===== src/rtl/rtlola_trace_pkg.sv =====
// ---------------------------------------------------------------------------
// rtlola_trace_pkg
//   Shared types for the RTLola trace player: default widths of the event
//   value and the idle-cycle count, the player FSM state encoding and the
//   packed record stored in the record FIFO.
//   No ports (package).
// ---------------------------------------------------------------------------
package rtlola_trace_pkg;

    // Default width of the signed event value (matches monitor input_0)
    localparam int DATA_W_DEF  = 64;
    // Default width of the per-record idle-cycle count
    localparam int DELTA_W_DEF = 32;

    // Player FSM states
    typedef enum logic [1:0] {
        IDLE = 2'd0,
        WAIT = 2'd1,
        EMIT = 2'd2,
        GAP  = 2'd3
    } player_state_t;

    // One input-event record: idle cycles before the pulse, then the value
    typedef struct packed {
        logic        [DELTA_W_DEF-1:0] delta;
        logic signed [DATA_W_DEF-1:0]  value;
    } trace_rec_t;

endpackage


===== src/rtl/rtlola_trace_fifo.sv =====
// ---------------------------------------------------------------------------
// rtlola_trace_fifo
//   Synchronous first-word fall-through FIFO of trace_rec_t records.
//   The head record is presented on rd_data whenever empty is low.
//   A push while full is dropped, even when a pop happens in the same cycle.
//   An asynchronous reset flushes the FIFO (pointers and occupancy).
// Ports
//   clk      in   1                 clock, posedge
//   rst      in   1                 asynchronous active-high reset
//   push     in   1                 write wr_data (ignored when full)
//   wr_data  in   trace_rec_t       record to write
//   pop      in   1                 drop the head record (ignored when empty)
//   rd_data  out  trace_rec_t       head record (valid while !empty)
//   full     out  1                 occupancy == DEPTH
//   empty    out  1                 occupancy == 0
//   fill     out  $clog2(DEPTH)+1   occupancy
// ---------------------------------------------------------------------------
module rtlola_trace_fifo
    import rtlola_trace_pkg::*;
#(
    parameter int DEPTH = 16
) (
    input  logic                     clk,
    input  logic                     rst,
    input  logic                     push,
    input  trace_rec_t               wr_data,
    input  logic                     pop,
    output trace_rec_t               rd_data,
    output logic                     full,
    output logic                     empty,
    output logic [$clog2(DEPTH):0]   fill
);

    localparam int AW = $clog2(DEPTH);

    trace_rec_t      mem [DEPTH];
    logic [AW-1:0]   wr_ptr;
    logic [AW-1:0]   rd_ptr;
    logic [AW:0]     count;
    logic            do_push;
    logic            do_pop;

    assign do_push = push && !full;
    assign do_pop  = pop && !empty;

    // Pointer and occupancy bookkeeping; DEPTH is a power of two so the
    // pointers wrap naturally.
    always_ff @(posedge clk or posedge rst) begin
        if (rst) begin
            wr_ptr <= '0;
            rd_ptr <= '0;
            count  <= '0;
        end else begin
            if (do_push) begin
                wr_ptr <= wr_ptr + 1'b1;
            end
            if (do_pop) begin
                rd_ptr <= rd_ptr + 1'b1;
            end
            case ({do_push, do_pop})
                2'b10:   count <= count + 1'b1;
                2'b01:   count <= count - 1'b1;
                default: count <= count;
            endcase
        end
    end

    // Storage is not reset; emptiness is tracked by the pointers alone.
    always_ff @(posedge clk) begin
        if (do_push) begin
            mem[wr_ptr] <= wr_data;
        end
    end

    assign rd_data = mem[rd_ptr];
    assign full    = (count == (AW+1)'(DEPTH));
    assign empty   = (count == '0);
    assign fill    = count;

endmodule


===== src/rtl/rtlola_trace_player.sv =====
// ---------------------------------------------------------------------------
// rtlola_trace_player
//   Replays (delta, value) input-event records as timed one-cycle pulses on
//   input_0/new_input_0 for the RTLola monitor. Records are buffered in a
//   FIFO; a record popped in cycle t pulses in cycle t+1+delta, and there is
//   always at least one low cycle between two pulses.
//   The FSM and counter advance only while en=1; pushes ignore en.
//   Optional feature (macro RTLOLA_TRACE_TIMESTAMP_EN): a free-running 64-bit
//   cycle counter and the ev_time output holding the counter value of the
//   most recent pulse cycle.
// Ports
//   clk          in   1                 clock, posedge
//   rst          in   1                 asynchronous active-high reset
//   en           in   1                 global enable (same as monitor en)
//   rec_valid    in   1                 upstream record valid
//   rec_ready    out  1                 FIFO can accept a record
//   rec_delta    in   DELTA_W           idle cycles before the pulse
//   rec_value    in   DATA_W            signed event value
//   input_0      out  DATA_W            pulse value, 0 outside the pulse
//   new_input_0  out  1                 one-cycle event strobe
//   busy         out  1                 FSM not IDLE or FIFO non-empty
//   fill         out  $clog2(DEPTH)+1   FIFO occupancy
//   ev_time      out  64                (timestamp build only) pulse cycle
// ---------------------------------------------------------------------------
module rtlola_trace_player
    import rtlola_trace_pkg::*;
#(
    parameter int DATA_W  = DATA_W_DEF,
    parameter int DELTA_W = DELTA_W_DEF,
    parameter int DEPTH   = 16
) (
    input  logic                      clk,
    input  logic                      rst,
    input  logic                      en,
    input  logic                      rec_valid,
    output logic                      rec_ready,
    input  logic [DELTA_W-1:0]        rec_delta,
    input  logic signed [DATA_W-1:0]  rec_value,
    output logic signed [DATA_W-1:0]  input_0,
    output logic                      new_input_0,
    output logic                      busy,
    output logic [$clog2(DEPTH):0]    fill
`ifdef RTLOLA_TRACE_TIMESTAMP_EN
    ,
    output logic [63:0]               ev_time
`endif
);

    player_state_t              state;
    player_state_t              state_next;
    logic [DELTA_W-1:0]         cnt;
    logic [DELTA_W-1:0]         cnt_next;
    logic signed [DATA_W-1:0]   val_q;
    logic signed [DATA_W-1:0]   val_next;

    logic                       push;
    logic                       pop;
    logic                       fifo_full;
    logic                       fifo_empty;
    trace_rec_t                 wr_rec;
    trace_rec_t                 rd_rec;
    logic [DELTA_W-1:0]         head_delta;
    logic signed [DATA_W-1:0]   head_value;

    // The record struct fixes the stored widths; the casts keep the port
    // widths and the storage widths decoupled.
    always_comb begin
        wr_rec       = '0;
        wr_rec.delta = DELTA_W_DEF'(rec_delta);
        wr_rec.value = DATA_W_DEF'(rec_value);
    end

    assign head_delta = DELTA_W'(rd_rec.delta);
    assign head_value = DATA_W'(rd_rec.value);

    // rec_ready stays low while reset is held so nothing is offered to a
    // FIFO that is being flushed.
    assign rec_ready = !fifo_full && !rst;
    assign push      = rec_valid && rec_ready;

    rtlola_trace_fifo #(
        .DEPTH (DEPTH)
    ) u_fifo (
        .clk     (clk),
        .rst     (rst),
        .push    (push),
        .wr_data (wr_rec),
        .pop     (pop),
        .rd_data (rd_rec),
        .full    (fifo_full),
        .empty   (fifo_empty),
        .fill    (fill)
    );

    // State register: FSM state, idle-cycle counter and the value of the
    // record currently being played.
    always_ff @(posedge clk or posedge rst) begin
        if (rst) begin
            state <= IDLE;
            cnt   <= '0;
            val_q <= '0;
        end else begin
            state <= state_next;
            cnt   <= cnt_next;
            val_q <= val_next;
        end
    end

    // Next-state logic. Nothing moves while en is low, which holds EMIT until
    // the pulse can actually be seen by the monitor. WAIT is entered only with
    // a non-zero count and leaves at 1, so the counter never wraps.
    always_comb begin
        state_next = state;
        cnt_next   = cnt;
        val_next   = val_q;
        pop        = 1'b0;
        if (en) begin
            case (state)
                IDLE, GAP: begin
                    if (!fifo_empty) begin
                        pop      = 1'b1;
                        cnt_next = head_delta;
                        val_next = head_value;
                        if (head_delta == '0) begin
                            state_next = EMIT;
                        end else begin
                            state_next = WAIT;
                        end
                    end else begin
                        state_next = IDLE;
                    end
                end
                WAIT: begin
                    cnt_next = cnt - 1'b1;
                    if (cnt == DELTA_W'(1)) begin
                        state_next = EMIT;
                    end
                end
                EMIT: begin
                    state_next = GAP;
                end
                default: begin
                    state_next = IDLE;
                end
            endcase
        end
    end

    // Output logic: the strobe and value are decoded from registered state,
    // and gated by en so a held EMIT never shows a pulse the monitor would
    // ignore.
    always_comb begin
        new_input_0 = 1'b0;
        input_0     = '0;
        if (state == EMIT && en) begin
            new_input_0 = 1'b1;
            input_0     = val_q;
        end
    end

    assign busy = (state != IDLE) || !fifo_empty;

`ifdef RTLOLA_TRACE_TIMESTAMP_EN
    logic [63:0] cyc;

    // Free-running cycle counter; ev_time latches it on every visible pulse.
    always_ff @(posedge clk or posedge rst) begin
        if (rst) begin
            cyc     <= '0;
            ev_time <= '0;
        end else begin
            cyc <= cyc + 64'd1;
            if (new_input_0) begin
                ev_time <= cyc;
            end
        end
    end
`endif

endmodule


===== config.mk =====
export PLATFORM = sky130hd
export DESIGN_NAME = rtlola_trace_player
export DESIGN_NICKNAME = d
export VERILOG_FILES = /design/src/rtl/rtlola_trace_pkg.sv /design/src/rtl/rtlola_trace_fifo.sv /design/src/rtl/rtlola_trace_player.sv
export SDC_FILE = /design/constraint.sdc
export NUM_CORES = 2
export LEC_CHECK = 0
export ABC_CLOCK_PERIOD_IN_PS = 15600
export CORE_ASPECT_RATIO = 0.9
export CORE_MARGIN = 5
export CORE_UTILIZATION = 64
export CTS_BUF_LIST = sky130_fd_sc_hd__clkbuf_2
export CTS_CLUSTER_SIZE = 16
export DETAILED_ROUTE_END_ITERATION = 10
export GPL_TIMING_DRIVEN = 0
export MAX_ROUTING_LAYER = met4
export PLACE_DENSITY = 0.82
export RECOVER_POWER = 100
export SYNTH_ARGS = -nofsm -noshare
export SYNTH_HDL_FRONTEND = slang
export SYNTH_SLANG_ARGS = --single-unit

===== constraint.sdc =====
create_clock -name clk -period 15.6 [get_ports clk]
set_clock_uncertainty 0.05 [all_clocks]
set_input_delay 1.56 -clock clk [delete_from_list [all_inputs] [get_ports clk]]
set_output_delay 1.56 -clock clk [all_outputs]
set_load 0.02 [all_outputs]

==> metrics.cfg <==
[status]
status=complete, but fails checks
violations=max-capacitance violations, max-slew violations

[worst_setup_path]
crit_path_frequent_cell=clkbuf_1
cpMaxStageDelayCell=clkbuf_1
required_ps=16610
crit_path_end_kind=register
critPathMaxStageDelay_ps=2660
path_buf_inv=4
worst-path-max-fanout=43
start_kind=register
path_class=reg -> reg
crit_chain=clkbuf_1 > nor4_1 > a21oi_1 > and2_0 > clkbuf_1 > and3_1 > and2_0 > clkbuf_1 > clkbuf_1
cp_data_arrival_time_ps=9840
critical-path-top-delay-family=buffers and inverters

[global_routing]
grt_max_degree=69
grt.busiest_layer=met2
grt_pass1_wl_mm=236
overflow=0
grt_use_total=0.324
use_met1=0.410
use_met3=0.0754
first_global_vias=35800
antenna_found_initial=38
met2_usage=0.522

[synthesis]
syn_area_per_cell_um2=22.8
synth_top_cell_area_share=0.729
syn_inst=2777
synth_flop_cell=edfxtp_1
synth.distinct_cells=43
synth-seq-cells=1647
synth.most_common_cell=edfxtp_1
synth_top_cell_by_area=edfxtp_1
ys_async_sr_fraction=0.0674
synth.top_cells.by_count=edfxtp_1 (1536), mux4_2 (448), dfrtp_1 (111)
synth-edff-count=1536
syn-num-nets=2891
yosys_warnings=0
syn_area_um2=63300
synth.area.top_cells=edfxtp_1 (73%), mux4_2 (16%), dfrtp_1 (4.4%)
ys_seq_area_frac=0.773

[power_and_ir_drop]
power.leakage_nw=23.5
p_sw_mw=4.03
clkPwrFrac=0.226
ir_drop_uv=94.1
powerDensity_nw_per_um2=170
seqPwrFrac=0.448
sw_frac_of_total=0.336
comb_power_share=0.326
p_int_mw=7.97

[clocking]
htreeDepth=5
cts.repair.resized=0
clkSlewWorstSetupHoldPaths_ps=120
cts_hold_buf=0
cts_sinks=1647
cts_tree=yes
clockBufferDepth=4
cts_made_buffers=390
root_buffer=clkbuf_2
clkLatencyLatePin_ps=1720
postCtsSetupBuffers=0

[drt]
num_vias=34300
drc=0
firstDrtPassIters=8
ant_nets=0
post_drt_wl_per_cell_um=32.1
wl_mm=163
drtIter0Drc=4910
vias_per_cell=6.74

[timing]
rsz0062_at_grt=false
max-slew-margin-rel=-2.47
report.final.slew_viol_count=729
max_freq_mhz=113
worstMarginPinSlew_ps=5210
layout_worst_path_cycle_share=0.566
setup_ws_ps=6770
hold_viol=0
hold_ws_ps=461
setup_viol=0
fin_crit_ps=8830

[run]
drv_cap=25

[final_layout]
register_area_um2=48900
final.fill_count=5618
area_delta_synth_final_pct=11.6
final_layout_size_suffix_gt1_frac=0.307
nets=3608
final_core_util=0.720
multi_input_area_um2=13600

[die]
core_area_um2=98200
start_util=0.645
rows=109
die_h_um=308
io_pins=172
chipWidth_um=342
dieArea_um2=105000

[placed_design]
dpl.hpwl_mm=102
place_congestion=0.863
place_ws_ps=9030
portBuffers=171

[hold_path]
min_path_type=reg -> reg

## layout by cell type (no fill, tap or decap), drive strengths merged, types with 14 or more instances in the layout
cell type	Yosys	routed
a21oi	36	36
a22oi	66	66
and3	66	66
buf	63	53
clkbuf	92	824
clkinv	0	93
dfrtp	111	111
diode	0	38
dlygate4sd3	0	169
edfxtp	1536	1536
ha	14	14
inv	15	18
mux2	67	67
mux4	448	448
nand2	69	69
nand3	18	18
nor2	24	24
nor3	14	14
nor4	20	20
o21ai	25	25
o22ai	29	29
## sequential cells by signal, summed over array words and instances (netlist names)
register and cells:
u_fifo.rd_ptr 4, state 2, u_fifo.fill 5, u_fifo.mem 1536, u_fifo.wr_ptr 4, val_q 64
cnt 32
## power by group through the flow
stage	logic, mW	clock network [mW]	registers [mW]
6_report	3.91	2.71	5.38
4_1_cts	3.99	2.74	5.36
3_5_place_dp	3.95	0	5.46
2_1_floorplan	2.60	0	5.44
3_3_place_gp	3.72	0	5.53
5_1_grt	4.10	3.00	5.40
## per-layer routing
layer  wire, um  up-vias
met2      82900     2679
met3      19000      472
li1           -    13500
met5          0        -
met1      55000    17700
met4       6190        0
## worst paths after layout
kind                                startpoint                 end  slack [ps]  depth (start not counted)
worst max-delay path            u_fifo.fill[1]  u_fifo.mem[14][21]        6770                          9
worst min register to register  u_fifo.fill[4]      u_fifo.fill[4]         460                          1
worst max register to register  u_fifo.fill[1]  u_fifo.mem[14][21]        6770                          9
max in group asynchronous                  rst           val_q[54]        8630                          3
min in group asynchronous                  rst      u_fifo.fill[1]         940                          2
worst min-delay path            u_fifo.fill[4]      u_fifo.fill[4]         460                          1
## final cells by class
type / count / area share
antenna: 38 / 0.00135
buffer: 155 / 0.0107
clock buffer: 568 / 0.0402
clock inverter: 105 / 0.00788
inverter: 15 / 0.000814
multi-input combinational: 960 / 0.192
sequential: 1647 / 0.692
tap: 1276 / 0.0226
timing repair buffer: 325 / 0.0324
## worst register-to-register path, delay by kind of cell (launching register included)
kind | cells | cell delay (ps)
AOI/OAI and AO/OA | 1 | 200
DFF | 1 | 370
buffers and inverters | 4 | 5150
and+or+nand+nor | 4 | 2460
## through the flow
step	total power, mW	area (um^2)	std cells	TNS [ps]
finish	12.0	70700	5089	0
global route	12.5	70700	5081	0
CTS	12.1	72000	5051	0
detailed placement	9.41	68600	4378	0
global placement	9.25	66600	4224	-4052040
floorplan	8.04	63300	2777	0
## kinds of logic after synthesis
logic type	after synthesis	share of synthesized area
xor+xnor	13	0.00180
flops	1647	0.773
mux	528	0.173
fa+ha+maj	14	0.00277
buf+inv	170	0.0130
simple gates	244	0.0203
compound gates	161	0.0163
Power figures use the tool's default switching activity.
